<file path="src/rtl/twos_comp.sv">
// Registered two's-complement adder/subtractor built on one ripple-carry chain.
// Subtraction adds the inverted B operand with a carry-in of one.
module twos_comp #(
    parameter int WIDTH = 16
) (
    input  logic             clk,
    input  logic             rst,
    input  logic [WIDTH-1:0] A,
    input  logic [WIDTH-1:0] B,
    input  logic             sub_en,
    output logic [WIDTH-1:0] OUT,
    output logic             Cout,
    output logic             overflow
);

    // One full-adder cell: returns {carry_out, sum}.
    function automatic logic [1:0] full_add(input logic a, input logic b, input logic c);
        logic s;
        logic co;
        s  = a ^ b ^ c;
        co = (a & b) | (a & c) | (b & c);
        return {co, s};
    endfunction

    logic [WIDTH-1:0] bx_s;
    logic [WIDTH-1:0] sum_s;
    logic [WIDTH:0]   carry_s;
    logic [1:0]       cell_s;
    logic             ovf_s;

    // Operand conditioning: invert B when subtracting.
    always_comb begin
        bx_s = {WIDTH{1'b0}};
        if (sub_en) begin
            bx_s = ~B;
        end else begin
            bx_s = B;
        end
    end

    // Ripple-carry chain; carry_s[WIDTH-1] is the carry into the sign bit.
    always_comb begin
        sum_s      = {WIDTH{1'b0}};
        carry_s    = {(WIDTH+1){1'b0}};
        cell_s     = 2'b00;
        carry_s[0] = sub_en;
        for (int i = 0; i < WIDTH; i++) begin
            cell_s         = full_add(A[i], bx_s[i], carry_s[i]);
            sum_s[i]       = cell_s[0];
            carry_s[i+1]   = cell_s[1];
        end
    end

    // Signed overflow: carry into the sign bit disagrees with carry out of it.
    always_comb begin
        ovf_s = carry_s[WIDTH] ^ carry_s[WIDTH-1];
    end

    // Result registers; reset clears all outputs immediately.
    always_ff @(posedge clk or posedge rst) begin
        if (rst) begin
            OUT      <= {WIDTH{1'b0}};
            Cout     <= 1'b0;
            overflow <= 1'b0;
        end else begin
            OUT      <= sum_s;
            Cout     <= carry_s[WIDTH];
            overflow <= ovf_s;
        end
    end

endmodule

</file>
<file path="config.mk">
export PLATFORM = sky130hd
export DESIGN_NAME = twos_comp
export DESIGN_NICKNAME = d
export VERILOG_FILES = /design/src/rtl/twos_comp.sv
export SDC_FILE = /design/constraint.sdc
export NUM_CORES = 1
export LEC_CHECK = 0
export ABC_AREA = 1
export CORE_ASPECT_RATIO = 1.5
export CORE_UTILIZATION = 37
export CTS_CLUSTER_SIZE = 10
export DETAILED_ROUTE_END_ITERATION = 16
export GPL_TIMING_DRIVEN = 0
export PLACE_DENSITY_LB_ADDON = 0.08
export SKIP_CTS_REPAIR_TIMING = 1
export SLEW_MARGIN = 20
export SYNTH_ARGS = -nofsm -noshare
export SYNTH_HDL_FRONTEND = slang
export SYNTH_SLANG_ARGS = --single-unit
</file>
<file path="constraint.sdc">
create_clock -name clk -period 0.8 [get_ports clk]
set_clock_uncertainty 0.15 [all_clocks]
set_input_delay 0.16 -clock clk [delete_from_list [all_inputs] [get_ports clk]]
set_output_delay 0.16 -clock clk [all_outputs]
set_load 0.05 [all_outputs]
</file>
==> impl_metrics.py, run 1 <==
metrics = {
    "status": {
        "status": "finished with violations",
        "violations": "hold timing, setup timing",
    },
    "grt": {
        "grt_pass1_vias": 1027,
        "grt.total_usage_pct": 17.71,
        "grt_max_degree": 19,
        "met1_usage_pct": 19.37,
        "grtUsageMet3_pct": 4.534,
        "grt_overflow": 0,
        "grt.busiest_layer": "met2",
        "grt_pass1_wl_um": 4347,
        "grt_use_met2_pct": 31.26,
        "antenna_found_initial": 0,
    },
    "cells_and_area": {
        "area_growth_pct": 63.71,
        "final_layout_size_suffix_gt1_share_pct": 45.64,
        "diodes": 0,
        "nets": 246,
        "utilization_pct": 65.32,
        "fillers": 260,
    },
    "timing": {
        "setup_violations": 35,
        "fin_ws_ns": -4.764,
        "min_period_over_period_pct": 695.5,
        "grt_setup_unrepaired": "true",
        "max_freq_ghz": 0.1797,
        "worst_pin_slew_ns": 0.3931,
        "holdWs_ns": -0.04520,
        "finalMaxSlewViolations": 0,
        "period_minus_slack_ns": 5.564,
        "hold_viol": 1,
        "slew_headroom_pct": 73.73,
    },
    "die": {
        "chipHeight_um": 71.35,
        "io_pins": 53,
        "initial_core_util_pct": 39.90,
        "row_count": 24,
        "die_width_um": 48.23,
        "core-area_sq_um": 2973,
        "die_area_sq_um": 3441,
    },
    "power_and_ir_drop": {
        "power.share.switching_pct": 41.01,
        "combPwrFrac_pct": 51.4,
        "power_leakage_uw": 0.001020,
        "p_switching_uw": 1606,
        "seq_power_share_pct": 32.0,
        "cellPowerDensity_nw_per_um2": 2017,
        "p_clk_share_pct": 16.6,
        "ir_drop_mv": 1.014,
        "intPower_uw": 2310,
    },
    "logic_synthesis": {
        "yosys.area.top_type": "dfrtp_1",
        "yosys_register_bits": 18,
        "synth_cell_types": 8,
        "netlist_top_cells_area": "dfrtp_1 (38%), fa_1 (25%), nand2_1 (16%)",
        "syn_area_sq_um": 1186,
        "ys_seq_area_share_pct": 37.97,
        "yosys.area.top_type_share_pct": 37.97,
        "syn_area_per_cell_sq_um": 8.722,
        "yosys_warnings": 0,
        "syn-num-nets": 186,
        "synthCells": 136,
    },
    "critical_path": {
        "cp_max_fo": 7,
        "start_kind": "input pin",
        "worstSetupEndpointType": "flip-flop",
        "cp.required_ns": 0.78,
        "cp.arrival_ns": 5.54,
        "crit_type": "in -> reg",
    },
    "detailed_routing": {
        "vias": 972,
        "wl_per_cell_um": 10.79,
        "routed_wl_um": 2525,
        "first_pass_iters": 2,
        "drt_iter0_markers": 12,
        "avgViaCountPerCell": 4.154,
        "final_antenna_net_count": 0,
        "drc": 0,
    },
    "min_path": {
        "holdCritPathClass": "in -> reg",
        "hp-start": "B[0]",
        "hold-path-endpoint": "OUT[0]",
        "whs_path_depth": 3,
    },
    "clock_network": {
        "cts_buffer_depth": 2,
        "clk_transition_reported_paths_ns": 0.07,
        "clkSinkCount": 18,
        "htree_levels": 1,
        "root_buffer": "clkbuf_8",
        "cts_buffers": 3,
        "cts_tree": "done",
    },
    "placed_design": {
        "portBuffers": 51,
        "gp_congestion": 0.7080,
        "hpwlAfterDp_um": 1969,
    },
    "run": {
        "drv_cap": 0,
    },
}
## Yosys cell counts
master	n
inv_6	1
buf_6	2
buf_12	1
nand2_2	5
dfrtp_1	18
inv_1	45
fa_1	15
nand2_1	49
## stage by stage
| stage | power [uW] | setup slack, ns | std cells | instance area, sq um | TNS, ns |
|---|---|---|---|---|---|
| after global placement | 3054 | -5.347 | 226 | 1821 | -74.82 |
| after CTS | 3759 | -5.162 | 230 | 1866 | -71.35 |
| after floorplan | 2419 | -4.874 | 136 | 1261 | -48.08 |
| after global routing | 4173 | -4.917 | 234 | 1942 | -52.69 |
| final | 3916 | -4.764 | 234 | 1942 | -50.64 |
| after detailed placement | 3118 | -5.418 | 226 | 1821 | -75.96 |
## logic make-up (layout without fill, tap and decap cells)
| family | after synthesis | in the layout | synth area share, % |
|---|---|---|---|
| buf+inv | 49 | 108 | 18.57 |
| flops | 18 | 18 | 37.97 |
| simple gates | 54 | 54 | 18.14 |
| fa+ha+maj | 15 | 15 | 25.32 |
## layout make-up
class	instances	area, sq um	share of cell area [%]
Buffer	3	51.30	2.642
Clock buffer	4	45.04	2.320
Inverter	46	188.9	9.729
Multi-Input combinational cell	69	568.0	29.25
Sequential cell	18	471.7	24.29
Tap cell	39	48.80	2.513
Timing Repair Buffer	55	568.0	29.25
## metal layers
layer | wire length (um) | vias up
met5 | 0 | -
met4 | 20 | 0
met3 | 187 | 2
met2 | 1486 | 32
met1 | 830 | 459
li1 | - | 479
## sequential cells by signal, indices dropped and copies added, names as in the netlist
signal    cells
Cout          1
OUT          16
overflow      1
## cell usage in the layout, fill, tap and decap left out, drive strengths merged
| master | Yosys | final |
|---|---|---|
| buf | 3 | 27 |
| clkbuf | 0 | 5 |
| clkdlybuf4s50 | 0 | 27 |
| clkinv | 0 | 1 |
| clkinvlp | 0 | 1 |
| dfrtp | 18 | 18 |
| dlymetal6s2s | 0 | 3 |
| fa | 15 | 15 |
| inv | 46 | 44 |
| nand2 | 54 | 54 |
## worst max-delay path by stage
stage / start / endpoint / slack (ns) / cells after the start
after floorplan: sub_en / OUT[15] / -4.87 / 21
after global placement: B[0] / OUT[15] / -5.35 / 20
after detailed placement: B[0] / OUT[15] / -5.42 / 20
after CTS: B[0] / OUT[15] / -5.16 / 21
after global routing: sub_en / OUT[15] / -4.92 / 21
final: sub_en / OUT[15] / -4.76 / 21
## critical path, cell delays in order
cell and delay (ns):
buf_12 0.12, clkinv_8 0.05, nand2_4 0.03, nand2_2 0.06, fa_2 0.20, fa_2 0.19, inv_2 0.04, fa_2 0.33
fa_2 0.35, fa_2 0.35, fa_2 0.35, fa_2 0.35, fa_2 0.35, fa_2 0.35, fa_2 0.35, fa_2 0.35
fa_2 0.35, fa_2 0.36, fa_2 0.36, inv_2 0.07, fa_2 0.41
## power groups by stage
stage / logic (uW) / clock network [uW] / registers [uW]
3_3_place_gp: 1840 / 0 / 1210
6_report: 2010 / 650 / 1250
2_1_floorplan: 431 / 0 / 1990
4_1_cts: 1900 / 656 / 1210
3_5_place_dp: 1890 / 0 / 1220
5_1_grt: 2190 / 708 / 1280
Power figures use the tool's default switching activity.
==> run 2, diff against run 1 <==
- CORE_ASPECT_RATIO: 1.5 -> not set
- CORE_MARGIN: not set -> 4
- CTS_BUF_LIST: not set -> sky130_fd_sc_hd__clkbuf_16
==> impl_metrics.py, run 2 (synthesis results as in run 1) <==
metrics = {
    "clock_network": {
        "cts_buffer_depth": 2,
        "cts_buffers": 3,
        "htree_levels": 1,
        "cts_tree": "done",
        "clkSinkCount": 18,
        "root_buffer": "clkbuf_16",
        "clk_transition_reported_paths_ns": 0.05,
    },
    "grt": {
        "grt.busiest_layer": "met2",
        "antenna_found_initial": 0,
        "grt_use_met2_pct": 24.48,
        "met1_usage_pct": 14.37,
        "grt_pass1_wl_um": 4188,
        "grt_pass1_vias": 1018,
        "grt.total_usage_pct": 13.36,
        "grt_max_degree": 19,
        "grt_overflow": 0,
        "grtUsageMet3_pct": 3.293,
    },
    "min_path": {
        "hp-start": "B[0]",
        "holdCritPathClass": "in -> reg",
    },
    "cells_and_area": {
        "multi_input_area_sq_um": 575.6,
        "final_area_sq_um": 2027,
        "fillers": 254,
        "area_growth_pct": 70.89,
        "final_layout_size_suffix_gt1_share_pct": 45.73,
        "layout_top_registers": "OUT (16), Cout (1), overflow (1)",
        "final_common_cell": "nand2_1",
        "fin_cells": 243,
        "largest_reg_flops": 16,
        "seq_area_sq_um": 471.7,
        "diodes": 0,
        "utilization_pct": 66.39,
        "layout_common_cells": "nand2_1 (44), inv_1 (33), clkdlybuf4s50_1 (27)",
        "regMostFlops": "OUT",
        "nets": 250,
    },
    "placed_design": {
        "dpl_cell_area_sq_um": 1827,
        "gp_congestion": 0.7569,
        "portBuffers": 51,
        "place_inst": 231,
        "hpwlAfterDp_um": 2073,
    },
    "critical_path": {
        "cp.required_ns": 0.77,
        "start_kind": "input pin",
        "crit_start": "sub_en",
        "crit_type": "in -> reg",
        "cp.arrival_ns": 5.56,
        "cp_max_fo": 7,
        "worstSetupEndpointType": "flip-flop",
    },
    "timing": {
        "setup_violations": 35,
        "worst_pin_slew_ns": 0.4023,
        "grt_setup_unrepaired": "true",
        "finalMaxSlewViolations": 0,
        "period_minus_slack_ns": 5.599,
        "min_period_over_period_pct": 699.8,
        "hold_viol": 1,
        "max_freq_ghz": 0.1786,
        "fin_ws_ns": -4.799,
        "holdWs_ns": -0.04062,
        "slew_headroom_pct": 73.12,
    },
    "status": {
        "status": "finished with violations",
        "violations": "hold timing, setup timing",
    },
    "power_and_ir_drop": {
        "cellPowerDensity_nw_per_um2": 2107,
        "power_leakage_uw": 0.001066,
        "ir_drop_mv": 0.8664,
    },
    "die": {
        "chipHeight_um": 64.62,
        "core-area_sq_um": 3053,
        "die_width_um": 64.62,
        "row_count": 20,
        "io_pins": 53,
        "initial_core_util_pct": 38.85,
        "die_area_sq_um": 4176,
    },
    "detailed_routing": {
        "avgViaCountPerCell": 4.070,
        "final_antenna_net_count": 0,
        "vias": 989,
        "routed_wl_um": 2592,
        "wl_per_cell_um": 10.67,
        "drc": 0,
        "drt_iter0_markers": 18,
        "first_pass_iters": 4,
    },
    "run": {
        "drv_cap": 0,
    },
}
[run 2: cell count changes in the layout (fill, tap and decap cells not counted), moves of 3 or more]
| cell | change |
|---|---|
| inv_1 | +4 |
| buf_4 | +3 |
| clkbuf_16 | +3 |
| clkbuf_8 | -3 |
| inv_2 | -3 |
[run 2: power by group]
group | internal (uW) | switching, uW | total (uW) | leakage (uW)
sequential | 1150 | 94.7 | 1250 | 0.000193
combinational | 828 | 1210 | 2030 | 0.000830
clock | 663 | 327 | 990 | 0.0000423
[run 2: cell type report]
| cell class | instances | area share [%] |
|---|---|---|
| Inverter | 46 | 9.321 |
| Clock inverter | 1 | 0.1852 |
| Sequential cell | 18 | 23.27 |
| Clock buffer | 3 | 3.704 |
| Buffer | 3 | 2.531 |
| Multi-Input combinational cell | 69 | 28.40 |
| Timing Repair Buffer | 59 | 29.88 |
| Tap cell | 44 | 2.716 |
[run 2: per-stage QoR]
stage / power [uW] / TNS [ns] / worst slack, ns
final: 4272 / -50.85 / -4.799
after CTS: 4128 / -72.76 / -5.197
after detailed placement: 3132 / -77.11 / -5.421
after floorplan: 2419 / -48.08 / -4.874
after global placement: 3069 / -75.90 / -5.374
after global routing: 4505 / -52.69 / -4.940
[run 2: worst paths after layout]
path | to | depth (start not counted)
setup / recovery | OUT[15] | 21
max in group asynchronous | OUT[11] | 2
hold / removal | OUT[0] | 3
min in group asynchronous | OUT[0] | 2
[run 2: per-layer routing]
metal	routed length, um	share of wire, %	vias up
li1	-	-	490
met1	1015	39	463
met2	1383	53	32
met4	49	1.9	0
met3	143	5.5	4
met5	0	0	-
[run 2: worst max-delay path: stages]
cell and delay, ns:
buf_12 0.12, clkinv_8 0.05, nand2_4 0.04, nand2_4 0.06
fa_2 0.19, fa_2 0.19, inv_2 0.04, fa_2 0.34
fa_2 0.35, fa_2 0.36, fa_2 0.35, fa_2 0.35
fa_2 0.35, fa_2 0.35, fa_2 0.35, fa_2 0.36
fa_2 0.36, fa_2 0.35, fa_2 0.35, inv_2 0.07
fa_2 0.42
